==> config.mk <==
export PLATFORM = sky130hd
export DESIGN_NAME = player_input_ctrl_flat
export DESIGN_NICKNAME = d
export VERILOG_FILES = /design/src/rtl/player_input_ctrl_if.sv /design/src/rtl/player_input_ctrl.sv /design/src/flat_wrapper.sv
export SDC_FILE = /design/constraint.sdc
export NUM_CORES = 1
export LEC_CHECK = 0
export ABC_AREA = 1
export CORE_MARGIN = 8
export CORE_UTILIZATION = 40
export CTS_BUF_LIST = sky130_fd_sc_hd__clkbuf_8
export CTS_CLUSTER_DIAMETER = 30
export DETAILED_ROUTE_END_ITERATION = 7
export GPL_TIMING_DRIVEN = 0
export HOLD_SLACK_MARGIN = 0.08
export PLACE_DENSITY = 0.56
export SYNTH_ARGS = -nofsm -noshare
export SYNTH_HDL_FRONTEND = slang
export SYNTH_SLANG_ARGS = --single-unit
==> constraint.sdc <==
create_clock -name clk -period 2 [get_ports clk]
set_input_delay 0.4 -clock clk [delete_from_list [all_inputs] [get_ports clk]]
set_output_delay 0.4 -clock clk [all_outputs]
set_load 0.01 [all_outputs]
==> src/rtl/player_input_ctrl_if.sv <==
// Button/command bundle between the debounce stage, player_input_ctrl and the game core.
// slave: seen from player_input_ctrl. master: seen from the surrounding logic.
interface player_input_ctrl_if;
  logic btn_left;
  logic btn_right;
  logic btn_fire;
  logic game_enable;
  logic fire_ack;
  logic move_left;
  logic move_right;
  logic fire_req;
  logic fire_busy;

  modport slave (
    input  btn_left, btn_right, btn_fire, game_enable, fire_ack,
    output move_left, move_right, fire_req, fire_busy
  );

  modport master (
    output btn_left, btn_right, btn_fire, game_enable, fire_ack,
    input  move_left, move_right, fire_req, fire_busy
  );
endinterface

==> src/rtl/player_input_ctrl.sv <==
// Player input controller: turns debounced button levels into move pulses with auto-repeat
// and into a fire request/ack handshake with cooldown.
// Optional macro AUTOFIRE_EN: a held fire button re-fires at the end of every cooldown.
module player_input_ctrl #(
  parameter int unsigned      CNT_W         = 24,
  parameter logic [CNT_W-1:0] REPEAT_DELAY  = 24'd5_000_000,
  parameter logic [CNT_W-1:0] REPEAT_RATE   = 24'd1_000_000,
  parameter logic [CNT_W-1:0] FIRE_COOLDOWN = 24'd10_000_000
) (
  input logic                clk,
  input logic                reset_n,
  player_input_ctrl_if.slave bus
);

  typedef enum logic [1:0] {DirNone, DirLeft, DirRight} dir_e;
  typedef enum logic [1:0] {MIdle, MFirst, MRepeat} move_state_e;
  typedef enum logic [1:0] {FIdle, FReq, FCool, FHold} fire_state_e;

  // Counters start at 0 in the cycle after the event, so the terminal count is N-1.
  localparam logic [CNT_W-1:0] DelayLast = REPEAT_DELAY - CNT_W'(1);
  localparam logic [CNT_W-1:0] RateLast  = REPEAT_RATE - CNT_W'(1);
  localparam logic [CNT_W-1:0] CoolLast  = FIRE_COOLDOWN - CNT_W'(1);

  move_state_e      move_state_q;
  dir_e             move_dir_q;
  logic [CNT_W-1:0] move_cnt_q;
  logic             move_left_q;
  logic             move_right_q;

  fire_state_e      fire_state_q;
  logic [CNT_W-1:0] fire_cnt_q;
  logic             fire_req_q;
  logic             fire_busy_q;
  logic             btn_fire_d;

  dir_e             dir;
  logic [CNT_W-1:0] move_last;
  logic             fire_rise;

  // Resolve the requested direction; both buttons pressed cancel each other.
  always_comb begin
    dir = DirNone;
    if (bus.btn_left && !bus.btn_right) begin
      dir = DirLeft;
    end else if (bus.btn_right && !bus.btn_left) begin
      dir = DirRight;
    end
  end

  assign move_last = (move_state_q == MFirst) ? DelayLast : RateLast;
  assign fire_rise = bus.btn_fire && !btn_fire_d;

  // Previous fire sample; keeps tracking while gameplay is disabled.
  always_ff @(posedge clk or negedge reset_n) begin
    if (!reset_n) begin
      btn_fire_d <= 1'b0;
    end else begin
      btn_fire_d <= bus.btn_fire;
    end
  end

  // Move FSM: first pulse, delayed first repeat, then periodic repeats.
  always_ff @(posedge clk or negedge reset_n) begin
    if (!reset_n) begin
      move_state_q <= MIdle;
      move_dir_q   <= DirNone;
      move_cnt_q   <= '0;
      move_left_q  <= 1'b0;
      move_right_q <= 1'b0;
    end else begin
      move_left_q  <= 1'b0;
      move_right_q <= 1'b0;
      if (!bus.game_enable) begin
        move_state_q <= MIdle;
        move_dir_q   <= DirNone;
        move_cnt_q   <= '0;
      end else begin
        unique case (move_state_q)
          MIdle: begin
            if (dir != DirNone) begin
              move_left_q  <= (dir == DirLeft);
              move_right_q <= (dir == DirRight);
              move_dir_q   <= dir;
              move_cnt_q   <= '0;
              move_state_q <= MFirst;
            end
          end
          MFirst, MRepeat: begin
            if (dir == DirNone) begin
              move_state_q <= MIdle;
              move_dir_q   <= DirNone;
              move_cnt_q   <= '0;
            end else if (dir != move_dir_q) begin
              // Reversal restarts the repeat sequence in the new direction.
              move_left_q  <= (dir == DirLeft);
              move_right_q <= (dir == DirRight);
              move_dir_q   <= dir;
              move_cnt_q   <= '0;
              move_state_q <= MFirst;
            end else if (move_cnt_q == move_last) begin
              move_left_q  <= (dir == DirLeft);
              move_right_q <= (dir == DirRight);
              move_cnt_q   <= '0;
              move_state_q <= MRepeat;
            end else if (move_cnt_q != '1) begin
              move_cnt_q <= move_cnt_q + CNT_W'(1);
            end
          end
          default: begin
            move_state_q <= MIdle;
            move_dir_q   <= DirNone;
            move_cnt_q   <= '0;
          end
        endcase
      end
    end
  end

  // Fire FSM: one request per press, held until ack, then a cooldown.
  always_ff @(posedge clk or negedge reset_n) begin
    if (!reset_n) begin
      fire_state_q <= FIdle;
      fire_cnt_q   <= '0;
      fire_req_q   <= 1'b0;
      fire_busy_q  <= 1'b0;
    end else if (!bus.game_enable) begin
      fire_state_q <= FIdle;
      fire_cnt_q   <= '0;
      fire_req_q   <= 1'b0;
      fire_busy_q  <= 1'b0;
    end else begin
      unique case (fire_state_q)
        FIdle: begin
          if (fire_rise) begin
            fire_req_q   <= 1'b1;
            fire_busy_q  <= 1'b1;
            fire_state_q <= FReq;
          end
        end
        FReq: begin
          if (bus.fire_ack) begin
            fire_req_q   <= 1'b0;
            fire_cnt_q   <= '0;
            fire_state_q <= FCool;
          end
        end
        FCool: begin
          if (fire_cnt_q == CoolLast) begin
            fire_cnt_q <= '0;
            if (bus.btn_fire) begin
`ifdef AUTOFIRE_EN
              fire_req_q   <= 1'b1;
              fire_state_q <= FReq;
`else
              fire_state_q <= FHold;
`endif
            end else begin
              fire_busy_q  <= 1'b0;
              fire_state_q <= FIdle;
            end
          end else if (fire_cnt_q != '1) begin
            fire_cnt_q <= fire_cnt_q + CNT_W'(1);
          end
        end
        FHold: begin
          if (!bus.btn_fire) begin
            fire_busy_q  <= 1'b0;
            fire_state_q <= FIdle;
          end
        end
        default: begin
          fire_state_q <= FIdle;
          fire_req_q   <= 1'b0;
          fire_busy_q  <= 1'b0;
          fire_cnt_q   <= '0;
        end
      endcase
    end
  end

  assign bus.move_left  = move_left_q;
  assign bus.move_right = move_right_q;
  assign bus.fire_req   = fire_req_q;
  assign bus.fire_busy  = fire_busy_q;

endmodule

==> src/flat_wrapper.sv <==
// flat-port wrapper written by rule: the top's interface ports become plain ports
module player_input_ctrl_flat 
#(
  parameter int unsigned      CNT_W         = 24,
  parameter logic [CNT_W-1:0] REPEAT_DELAY  = 24'd5_000_000,
  parameter logic [CNT_W-1:0] REPEAT_RATE   = 24'd1_000_000,
  parameter logic [CNT_W-1:0] FIRE_COOLDOWN = 24'd10_000_000
)
  (clk, reset_n, bus_btn_left, bus_btn_right, bus_btn_fire, bus_game_enable, bus_fire_ack, bus_move_left, bus_move_right, bus_fire_req, bus_fire_busy);
  player_input_ctrl_if bus_i ();
  input logic clk;
  input logic reset_n;
  input wire logic [$bits(bus_i.btn_left)-1:0] bus_btn_left;
  input wire logic [$bits(bus_i.btn_right)-1:0] bus_btn_right;
  input wire logic [$bits(bus_i.btn_fire)-1:0] bus_btn_fire;
  input wire logic [$bits(bus_i.game_enable)-1:0] bus_game_enable;
  input wire logic [$bits(bus_i.fire_ack)-1:0] bus_fire_ack;
  output wire logic [$bits(bus_i.move_left)-1:0] bus_move_left;
  output wire logic [$bits(bus_i.move_right)-1:0] bus_move_right;
  output wire logic [$bits(bus_i.fire_req)-1:0] bus_fire_req;
  output wire logic [$bits(bus_i.fire_busy)-1:0] bus_fire_busy;
  assign bus_i.btn_left = bus_btn_left;
  assign bus_i.btn_right = bus_btn_right;
  assign bus_i.btn_fire = bus_btn_fire;
  assign bus_i.game_enable = bus_game_enable;
  assign bus_i.fire_ack = bus_fire_ack;
  assign bus_move_left = bus_i.move_left;
  assign bus_move_right = bus_i.move_right;
  assign bus_fire_req = bus_i.fire_req;
  assign bus_fire_busy = bus_i.fire_busy;
  player_input_ctrl #(.CNT_W(CNT_W), .REPEAT_DELAY(REPEAT_DELAY), .REPEAT_RATE(REPEAT_RATE), .FIRE_COOLDOWN(FIRE_COOLDOWN)) u_core (.clk(clk), .reset_n(reset_n), .bus(bus_i));
endmodule
# --- Word level (Yosys, flattened, before mapping) ---
# Index checks and enable logic that the tools add are counted.
totals:
  regBits: 59
  in_bits: 7
  out_inout_bits: 4
  elab_cells: 107
classes:
  add_sub_neg: 2
  n_eq_ne: 24
  muxes: 53
  n_reduce_logical: 18
op_table:
  columns: ["cell", "n"]
  rows:
  - ["24-bit 2-to-1 mux", 10]
  - ["24-bit one-hot mux with 2 select lines", 2]
  - ["24-bit by 1-bit adder with 24-bit output, second input constant", 2]
  - ["24-bit != test, second input constant", 2]
  - ["2-bit 2-to-1 mux", 17]
  - ["24-bit equality test", 1]
  - ["24-bit equality test, second input constant", 1]
  - ["23-bit 2-to-1 mux", 1]
  - ["1-bit 2-to-1 mux", 16]
  - ["3-bit by 2-bit != test with 1-bit output, second input constant", 3]
  - ["3-bit AND reduction", 3]
  - ["2-bit equality test, second input constant", 4]
  - ["4-bit by 2-bit != test with 1-bit output, second input constant", 2]
  - ["2-bit one-hot mux with 2 select lines", 2]
  - ["2-bit one-hot mux with 4 select lines", 1]
  - ["2-bit by 1-bit equality test with 1-bit output, second input constant", 3]
  - ["2-bit zero test", 3]
  - ["3-bit by 1-bit != test with 1-bit output, second input constant", 2]
  - ["3-bit != test, second input constant", 2]
  - ["6-bit by 2-bit != test with 1-bit output, second input constant", 1]
  - ["1-bit one-hot mux with 2 select lines", 3]
  - ["2-bit AND reduction", 3]
  - ["5-bit by 2-bit != test with 1-bit output, second input constant", 1]
  - ["4-bit by 1-bit != test with 1-bit output, second input constant", 1]
  - ["7 further kinds", 11]

# --- Longest topological paths before layout ---
depth:
  word_depth: 10
  ltp_mapped: 12
  depth_no_buf: 11

# --- Least setup slack after synthesis ---
# Ideal clock, no wire load.
synth_path:
  path_kind: "input port to flip-flop"
  from: "input bus_btn_right"
  to: "register u_core.move_cnt_q[18]"
  setup_time_ns: 0.065
  arrival_time_ns: 1.627
  required_time_ns: 1.935
  slack_ns: 0.308
  path_stages: 12
  n_path_buf: 1
  path_cell_list: "inv_1 > ha_1 > xnor2_1 > nand2_1 > nor2_1 > nand2_1 > inv_1 > nand2_1 > nor2_2 > buf_6 > nand2_1 > nand2_1"
synth_via:
  elab_chain_cells: 8
  word_cells_on_any_way: 15
  classes_between: "eq/ne (3); mux (6); reduce/logical (6)"
synth_lines:
  columns: ["element", "line", "rtl"]
  rows:
  - ["from (decl)", "flat_wrapper.sv:14", "input wire logic [$bits(bus_i.btn_right)-1:0] bus_btn_right;"]
  - ["1-bit logical AND / 1-bit zero test (equally long branches)", "player_input_ctrl.sv:45, player_input_ctrl.sv:43", null]
  - ["2-bit 2-to-1 mux / 1-bit logical AND (equally long branches)", "player_input_ctrl.sv:45, player_input_ctrl.sv:43", null]
  - ["2-bit 2-to-1 mux *", "player_input_ctrl.sv:43", "if (bus.btn_left && !bus.btn_right) begin"]
  - ["2-bit != test", "player_input_ctrl.sv:93", "end else if (dir != move_dir_q) begin"]
  - ["24-bit 2-to-1 mux", "player_input_ctrl.sv:93", null]
  - ["24-bit 2-to-1 mux", "player_input_ctrl.sv:89", "if (dir == DirNone) begin"]
  - ["24-bit one-hot mux with 2 select lines", "player_input_ctrl.sv:78", "unique case (move_state_q)"]
  - ["24-bit 2-to-1 mux", "player_input_ctrl.sv:73", "if (!bus.game_enable) begin"]
  - ["to (signal assigned)", "player_input_ctrl.sv:106", "move_cnt_q <= move_cnt_q + CNT_W'(1);"]
  - ["to (decl)", "player_input_ctrl.sv:26", "logic [CNT_W-1:0] move_cnt_q;"]
# Every way passes the cells marked *; elsewhere a longest branch is shown, timed or not.
# A chain may end at the register's enable or synchronous reset.

# --- Final worst setup path ---
layout_path:
  from: "input bus_game_enable"
  to: "register u_core.fire_cnt_q[16]"
layout_via:
  elab_chain_cells: 2
  word_cells_on_any_way: 5
  classes_between: "eq/ne (3); mux (1); reduce/logical (1)"
layout_lines:
  columns: ["element", "line", "rtl"]
  rows:
  - ["from (decl)", "flat_wrapper.sv:16", "input wire logic [$bits(bus_i.game_enable)-1:0] bus_game_enable;"]
  - ["4-bit by 2-bit != test with 1-bit output (no line), or another cell as far along", null, null]
  - ["3-bit AND reduction (no line)", null, null]
  - ["to (signal assigned)", "player_input_ctrl.sv:162", "fire_cnt_q <= fire_cnt_q + CNT_W'(1);"]
  - ["to (decl)", "player_input_ctrl.sv:31", "logic [CNT_W-1:0] fire_cnt_q;"]
# Several ways; a longest one is shown, not always the timed one.

==> impl_metrics.ini <==
[cells_and_area]
nNetsFinal = 655
share_of_cells_above_drive_strength_1_pct = 12.6
antenna_cells = 0
layout.core_utilization_pct = 46.7
area_delta_synth_final_pct = 14.0
nFillCells = 1065

[routing]
avgRoutedWirePerCell_um = 13.9
detailroute.via_count = 3936
routed_wl_mm = 10.9
drtIter0Drc = 269
drc = 0
drtPass1Iterations = 5
post_drt_via_cell_ratio = 5.05
drt.antenna.violating_nets = 0

[worst_setup_path]
worstPathMaxFanout = 10
cp.required_ps = 2250
cp.arrival_ps = 2120
worstRegToRegCells = 11
reg2reg_slack_ps = 170
critPathCaptureType = flip-flop
rr_endpoint = u_core.move_cnt_q[11]
setup.worst_path.class = input pin to flip-flop
setup.worst_path.start_class = input pin
critical_path.reg2reg.startpoint = u_core.move_cnt_q[1]

[logic_synthesis]
synth_nets = 629
post-synth-top-area-fraction_pct = 35.2
ys_top_cells_by_area = dfrtp_1, nand2_1, inv_1
ys_async_sr_fraction_pct = 100
synthDistinctLibCells = 33
postSynthAreaPerCell_um2 = 6.84
synth.ff_latch_count = 59
fraction_of_the_yosys_area_taken_by_sequential_cells_pct = 35.2
synthesis.area_um2 = 4190
synth_largest_area_cell = dfrtp_1
yosys_warnings = 0
synth_cells = 613
synth-edff-count = 0
ys.flop_type = dfrtp_1

[pwr]
power.total_uw = 3490
switching_power_uw = 1230
seq_power_share_pct = 39.2
power_switching_share_pct = 35.3
power_density_nw_per_um2 = 731
internal_power_uw = 2260
share_clk_of_total_power_pct = 32.1
comb_power_share_pct = 28.7
p_leak_uw = 0.00224
worst_ir_drop_vdd_v = 0.000537

[timing]
slew_viol_final = 0
min_period_ps = 1870
timing.fmax_ghz = 0.535
hold_ws_ps = 135
clock_skew_ps = 8.79
finalCritPeriodShare_pct = 93.4
hold_viol = 0
report.final.setup_viol = 0
relSlewSlack_pct = 48.6
worst_pin_slew_ps = 771

[place]
buffer_ports.inserted = 10
gp_routability_congestion = 0.886
detailedPlacementHpwl_mm = 7.86

[die]
chipWidth_um = 118
die_h_um = 118
die-area_um2 = 14000
initial_utilization_pct = 41.0
io_pins = 11
core_region_area_um2 = 10200
row_count = 37

[global_routing]
number_of_global_route_vias_before_repair = 3620
grt_first_pass_wirelength_mm = 18.3
antenna_found_initial = 0
grt_usage_pct = 15.9
grt_max_degree = 60
global_route.overflow_total = 0

[clocking]
cts_root_buffer = clkbuf_8
clk_path_buf_depth = 2
clock_tree.htree_level_count = 3
numClockSinks = 59
path_clk_slew_ps = 70
cts_made_buffers = 9
ctsHoldBuffers = 0
tritoncts = done
clock_latency_on_the_worst_skew_pair_ps = 350

[job]
timing.max_cap.violations = 0

[hold_path]
min_path_type = input pin to asynchronous set/reset pin

[outcome]
run_status = finished clean
-- sequential cells by signal, summed over array words and instances, names as in the netlist --
name	flops
u_core.bus.move_left	1
u_core.fire_state_q	2
u_core.move_state_q	2
u_core.bus.move_right	1
u_core.bus.fire_busy	1
u_core.btn_fire_d	1
u_core.move_dir_q	2
u_core.bus.fire_req	1
u_core.move_cnt_q	24
u_core.fire_cnt_q	24
-- cell families (layout without fill, tap and decap cells) --
| logic type | Yosys count | count (layout) | share of synthesized area (%) |
|---|---|---|---|
| AO/OA/AOI/OAI | 41 | 41 | 6.32 |
| AND/OR/NAND/NOR | 391 | 391 | 41.8 |
| XOR/XNOR | 21 | 21 | 4.39 |
| buffers and inverters | 92 | 122 | 9.64 |
| adder cells (fa/ha/maj) | 9 | 9 | 2.69 |
| flip-flops | 59 | 59 | 35.2 |
-- cells in the mapped netlist, types with 5 or more instances --
master and count:
nor2_2 7, nand2_1 216, o21ai_0 12, xor2_1 14, nor3_1 13, o21ai_2 10
nor2_1 61, xnor2_1 7, a21oi_1 6, buf_6 7, nand2_2 5, inv_1 77
ha_1 9, nand4_1 33, dfrtp_1 59, nand3_1 35, or2_2 6
-- worst max-delay path by stage --
stage | startpoint | to | slack, ps | cells after the start
2_1_floorplan | bus_btn_right | u_core.move_cnt_q[18] | 310 | 12
3_3_place_gp | reset_n | u_core.btn_fire_d | -1560 | 1
3_5_place_dp | bus_btn_left | u_core.move_cnt_q[21] | -490 | 13
4_1_cts | u_core.fire_cnt_q[0] | u_core.fire_cnt_q[19] | 3 | 9
5_1_grt | u_core.move_cnt_q[1] | u_core.move_cnt_q[2] | -2 | 11
6_report | bus_game_enable | u_core.fire_cnt_q[16] | 130 | 8
-- power by group through the flow --
stage          sequential, uW  clock [uW]  combinational (uW)
2_1_floorplan            1380           0                 637
3_3_place_gp             1380           0                 922
3_5_place_dp             1380           0                 934
4_1_cts                  1360        1160                 976
5_1_grt                  1380        1210                1120
6_report                 1370        1120                1000
-- layout by cell type (no fill, tap or decap), drive strengths merged --
cell type / Yosys / final
or2: 6 / 6
nand2: 223 / 223
clkbuf: 2 / 13
xnor2: 7 / 7
a21oi: 6 / 6
o31ai: 3 / 3
a31oi: 4 / 4
dfrtp: 59 / 59
buf: 9 / 15
nand4: 33 / 33
o21ai: 25 / 25
xor2: 14 / 14
bufinv: 0 / 1
o21bai: 1 / 1
o211ai: 1 / 1
clkdlybuf4s50: 0 / 7
nand3: 39 / 39
nor2: 72 / 72
clkinv: 1 / 2
ha: 9 / 9
dlygate4sd2: 0 / 2
nor3: 16 / 16
nand3b: 2 / 2
a32o: 1 / 1
inv: 80 / 82
-- worst max-delay path, cell delays in order --
cell and delay [ps]:
clkdlybuf4s50_1 630, nand2_1 160, nor2_2 220, nand4_1 240
nand3_4 180, buf_6 160, nand2_1 60, o31ai_1 60
-- layer usage --
layer / track usage [%] / wire, um / vias to the layer above
met5: 0 / 0 / -
met4: 7.27 / 199 / 0
met3: 2.52 / 579 / 14
met2: 23.2 / 4700 / 106
met1: 22.5 / 5380 / 1819
li1: - / - / 1997
-- through the flow --
| stage | setup WS (ps) | TNS, ps | cells | instance area, um^2 |
|---|---|---|---|---|
| floorplan | 308 | 0 | 613 | 4190 |
| global placement | -1560 | -106930 | 759 | 4460 |
| detailed placement | -492 | -16360 | 759 | 4460 |
| CTS | 2.57 | 0 | 777 | 4700 |
| global route | -2.01 | -2.01 | 779 | 4780 |
| finish | 132 | 0 | 779 | 4780 |
-- layout make-up --
class                   instances  area (um^2)  area share, %
plain buffers                  11          100           2.09
clock buffers                  11          151           3.17
clock inverters                 4         42.5          0.890
inverters                      81          304           6.36
multi-input cells             462         2390           50.1
flip-flops and latches         59         1480           30.9
well taps                     136          170           3.56
repair buffers                 15          140           2.93
-- what timing repair did --
action,in CTS,in global routing
endpoints found under the hold margin,0,0
endpoints found under the setup margin,31,50
gates cloned,2,0
gates resized for setup,12,11
pin swaps,4,2
setup buffers,1,2
(Power assumes the default switching activity.)
